### config.mk
export PLATFORM = sky130hd
export DESIGN_NAME = sr_register_bank
export DESIGN_NICKNAME = d
export VERILOG_FILES = /design/src/rtl/sr_register_bank.sv
export SDC_FILE = /design/constraint.sdc
export NUM_CORES = 1
export LEC_CHECK = 0
export ABC_AREA = 1
export CORE_AREA = 2 2 88 90
export DETAILED_ROUTE_END_ITERATION = 12
export DIE_AREA = 0 0 90 92
export GPL_TIMING_DRIVEN = 0
export SLEW_MARGIN = 25
export SYNTH_ARGS = -nofsm -noshare
export SYNTH_HDL_FRONTEND = slang
export SYNTH_SLANG_ARGS = --single-unit
### constraint.sdc
create_clock -name clk -period 1.4 [get_ports clk]
set_input_delay 0.28 -clock clk [delete_from_list [all_inputs] [get_ports clk]]
set_output_delay 0.28 -clock clk [all_outputs]
set_load 0.05 [all_outputs]
### src/rtl/sr_register_bank.sv
// Multi-channel SR storage bank with selectable S=R=1 resolution, edge pulses and conflict statistics.
// Optional macro SR_BANK_INPUT_SYNC_EN adds 2-flop synchronisers on s, r and en.
module sr_register_bank #(
  parameter int unsigned      WIDTH         = 8,
  parameter int unsigned      CONFLICT_MODE = 0,
  parameter int unsigned      CNT_W         = 8,
  parameter logic [WIDTH-1:0] RESET_VALUE   = '0
) (
  input  logic             clk,
  input  logic             rst_n,
  input  logic             en,
  input  logic [WIDTH-1:0] s,
  input  logic [WIDTH-1:0] r,
  input  logic             clr_stat,
  output logic [WIDTH-1:0] q,
  output logic [WIDTH-1:0] q_rise,
  output logic [WIDTH-1:0] q_fall,
  output logic [WIDTH-1:0] conflict_sticky,
  output logic [CNT_W-1:0] conflict_cnt,
  output logic             conflict_any
);

  localparam logic [CNT_W-1:0] CNT_MAX = {CNT_W{1'b1}};

  logic [WIDTH-1:0] s_e;
  logic [WIDTH-1:0] r_e;
  logic             en_e;

`ifdef SR_BANK_INPUT_SYNC_EN
  logic [WIDTH-1:0] s_meta_q, s_sync_q;
  logic [WIDTH-1:0] r_meta_q, r_sync_q;
  logic             en_meta_q, en_sync_q;

  // Two-stage synchronisers for inputs arriving from another clock domain
  always_ff @(posedge clk or negedge rst_n) begin
    if (!rst_n) begin
      s_meta_q  <= '0;
      s_sync_q  <= '0;
      r_meta_q  <= '0;
      r_sync_q  <= '0;
      en_meta_q <= 1'b0;
      en_sync_q <= 1'b0;
    end else begin
      s_meta_q  <= s;
      s_sync_q  <= s_meta_q;
      r_meta_q  <= r;
      r_sync_q  <= r_meta_q;
      en_meta_q <= en;
      en_sync_q <= en_meta_q;
    end
  end

  assign s_e  = s_sync_q;
  assign r_e  = r_sync_q;
  assign en_e = en_sync_q;
`else
  assign s_e  = s;
  assign r_e  = r;
  assign en_e = en;
`endif

  logic [WIDTH-1:0] q_q, q_d;
  logic [WIDTH-1:0] rise_q, rise_d;
  logic [WIDTH-1:0] fall_q, fall_d;
  logic [WIDTH-1:0] sticky_q, sticky_d;
  logic [CNT_W-1:0] cnt_q, cnt_d;
  logic             any_q, any_d;
  logic [WIDTH-1:0] conflict_vec;
  logic [WIDTH-1:0] conf_val;
  logic [WIDTH-1:0] plain_val;

  // Next-state for storage bits, edge pulses and statistics
  always_comb begin
    conflict_vec = s_e & r_e & {WIDTH{en_e}};
    q_d          = q_q;
    conf_val     = q_q;
    plain_val    = (q_q & ~(r_e & ~s_e)) | (s_e & ~r_e);

    case (CONFLICT_MODE)
      1:       conf_val = '1;
      2:       conf_val = '0;
      3:       conf_val = ~q_q;
      default: conf_val = q_q;
    endcase

    if (en_e) begin
      q_d = (plain_val & ~conflict_vec) | (conf_val & conflict_vec);
    end

    rise_d   = ~q_q & q_d;
    fall_d   = q_q & ~q_d;
    any_d    = |conflict_vec;
    sticky_d = (clr_stat ? '0 : sticky_q) | conflict_vec;

    // Counter counts conflicting cycles; a same-cycle conflict survives a clear
    cnt_d = cnt_q;
    if (clr_stat) begin
      cnt_d = {{(CNT_W-1){1'b0}}, any_d};
    end else if (any_d && (cnt_q != CNT_MAX)) begin
      cnt_d = cnt_q + CNT_W'(1);
    end
  end

  always_ff @(posedge clk or negedge rst_n) begin
    if (!rst_n) begin
      q_q      <= RESET_VALUE;
      rise_q   <= '0;
      fall_q   <= '0;
      sticky_q <= '0;
      cnt_q    <= '0;
      any_q    <= 1'b0;
    end else begin
      q_q      <= q_d;
      rise_q   <= rise_d;
      fall_q   <= fall_d;
      sticky_q <= sticky_d;
      cnt_q    <= cnt_d;
      any_q    <= any_d;
    end
  end

  assign q               = q_q;
  assign q_rise          = rise_q;
  assign q_fall          = fall_q;
  assign conflict_sticky = sticky_q;
  assign conflict_cnt    = cnt_q;
  assign conflict_any    = any_q;

endmodule
==> reports/results.txt <==
core box area: 7450 µm²
R2R Setup Slk: 0.11 ns
DR vias: 1473
P_leak: 0.00129 µW
Filler Cell Count: 779
Post-synth ARST share: 1.00
CP Capture Type: output port
syn avg cell area: 9.35 µm²
internal power: 2180 µW
DRC violations left: 0
vias in the first global route: 1499
maximum clock skew at final layout: 0.00158 ns
final std cells w/o fill: 361
router iterations before antenna repair: 4
Pwr per Cell Area: 1330 nW/µm²
clock sink count: 41
Flop pwr share: 0.408
FF-to-FF End: conflict_cnt[4]
storage element area: 1030 µm²
Inserted Diodes: 0
drt initial violations: 60
GRT Total Usage: 0.110
Gate Count Post-Synth: 190
Clock power frac: 0.275
sw frac: 0.376
Die X: 90 µm
post-synthesis sequential element count: 41
Nets: 279
Yosys cell types: 24
root buffer cell: clkbuf_8
clk_lat worst skew: 0.29 ns
Inst Count DP: 352
Slew Viols, Final: 0
CP Launch Type: register
hold slack: 0.270 ns
Post-synth EDFFs: 0
final setup fails: 0
die footprint: 8280 µm²
H-Tree Depth: 2
Max-Slew Margin vs Limit: 0.722
WL per Instance: 12.1 µm
Worst Path Buf+Inv: 1
VDD IR max: 642 µV
share of cells above drive strength 1: 0.297
DP Wirelength: 3190 µm
HP Class: primary input to register
CP Max Fanout: 5
Least-Margin Pin Slew: 0.417 ns
crit path DAT: 1.08 ns
Cell Chain, Critical Path: clkdlybuf4s18_2
first-pass GRT wire length: 7200 µm
final worst path period share: 0.972
I/O Pins: 61
critical path's slowest cell: dfrtp_1
post-DR vias/cell: 4.08
Crit Path Category: register to output port
FF-to-FF Start: conflict_cnt[0]
status: finished clean
GRT overflow: 0
ys flop type: dfrtp_1
RSZ-0062 raised after global routing: yes
Post-Syn Area: 1780 µm²
most common cell after layout, fill and taps aside: nand2_1
drt total wl: 4360 µm
worst-case reg-to-reg path depth: 8
Net Sw Power: 1310 µW
crit path from: q[3]
commonest cells after routing, fill and taps aside: nand2_1 (49), dfrtp_1 (35), clkdlybuf4s15_2 (24), nor2_1 (21)
Critical Path Max Stage Delay: 0.40 ns
Top delay family on crit path: flip-flops
Max Cap Viol: 0
die height: 92 µm
min Tclk post-route: 1.36 ns
Hold Path Cell Cnt: 3
IO Port Bufs: 59
Logic pwr share: 0.317
gp weighted congestion: 0.800
largest net degree at the start of global routing: 27
Bufs on Longest Clock Path: 2
initial core utilization: 0.239
Multi-input gate area: 703 µm²
Hold Startpoint: en
Seq/Total Area, Yosys: 0.577
Syn-to-layout area delta: 47.7%
antenna violations before repair: 0
TritonCTS clock tree: done
WHS Endpoint: conflict_sticky[0]
Reg clk slew, reported paths: 0.09 ns
total CTS buffers: 5
final hold violations: 0
Setup Fix Bufs, Post-CTS: 0
Req. time, crit path: 1.12 ns
num rows: 32
Synth Warn #: 0
post-route ant nets: 0
syn_nets: 211
Fmax: 0.735 GHz
==> layer usage <==
metal  routed length, µm  vias to the layer above  track usage
met5                   0                        -            0
met4                  38                        0       0.0308
met3                 324                        5       0.0419
met2                2110                       40        0.190
met1                1890                      676        0.127
li1                    -                      752            -
==> how the worst max path moves through the flow <==
stage,end,slack (ns),cells after the start
floorplan,conflict_cnt[7],-0.01,8
detailed placement,conflict_cnt[1],-0.31,5
CTS,conflict_cnt[0],0.0009,1
global placement,conflict_cnt[5],-1.27,1
global route,conflict_cnt[4],-0.0007,8
finish,q[3],0.04,1
==> worst register-to-register path: stages, from the launching register on <==
cell	delay, ns
dfrtp_2	0.42
ha_4	0.16
nand2_4	0.06
nor2_4	0.12
nand3_4	0.13
nand2_8	0.12
nand2_4	0.06
nand2_1	0.06
nand2_1	0.05
==> through the flow <==
stage	util	cell area (µm²)	setup WS (ns)	total power [µW]	TNS [ns]
finish	0.352	2630	0.0396	3500	0
global route	0.352	2630	-0.000743	3660	-0.000743
CTS	0.361	2690	0.000940	3570	0
floorplan	-	1800	-0.0102	2180	-0.0399
global placement	0.339	2520	-1.27	2620	-52.13
detailed placement	0.341	2540	-0.308	2640	-5.65
==> sequential cells by signal, summed over array words and instances, names as in the netlist <==
name / cells
q_fall: 8
conflict_cnt: 8
q: 8
q_rise: 8
conflict_any: 1
conflict_sticky: 8
==> cells in the mapped netlist (2+ instances only) <==
master	n	area, µm²
xor2_1	3	26.3
o21ai_1	8	40.0
nand2_1	50	188
o21ai_0	8	40.0
dfrtp_1	41	1030
nand4_1	4	25.0
nand2_4	2	22.5
nand3_1	14	70.1
nor2_2	2	12.5
inv_1	13	48.8
nand3_2	5	50.1
nor2_1	21	78.8
a21oi_1	8	40.0
==> layout make-up <==
type	count	share of cell area
clock buffers	6	0.0276
repair buffers	61	0.215
flip-flops and latches	41	0.394
clock inverters	2	0.0148
multi-input cells	131	0.268
plain buffers	4	0.0110
inverters	14	0.0210
well taps	102	0.0486
==> kinds of logic after synthesis <==
family / after synthesis / synth area share
AO/OA/AOI/OAI: 24 / 0.0676
XOR/XNOR: 4 / 0.0197
adder cells (fa/ha/maj): 1 / 0.00704
buffers and inverters: 18 / 0.0465
flip-flops: 41 / 0.577
AND/OR/NAND/NOR: 102 / 0.282
==> power groups by stage <==
stage                     sequential, µW  clock, µW  combinational [µW]
after floorplan                     1960          0                 222
after global placement              1450          0                1180
after detailed placement            1450          0                1190
after CTS                           1430        990                1150
after global routing                1450       1030                1180
final                               1430        961                1110
==> what timing repair did <==
| action | CTS | global route |
|---|---|---|
| hold endpoints to repair | 15 | 0 |
| endpoints found under the setup margin | 42 | 17 |
| resized for setup | 129 | 29 |
| hold buffers | 1 | 0 |
Note: power is estimated with default switching activity, not from simulation.
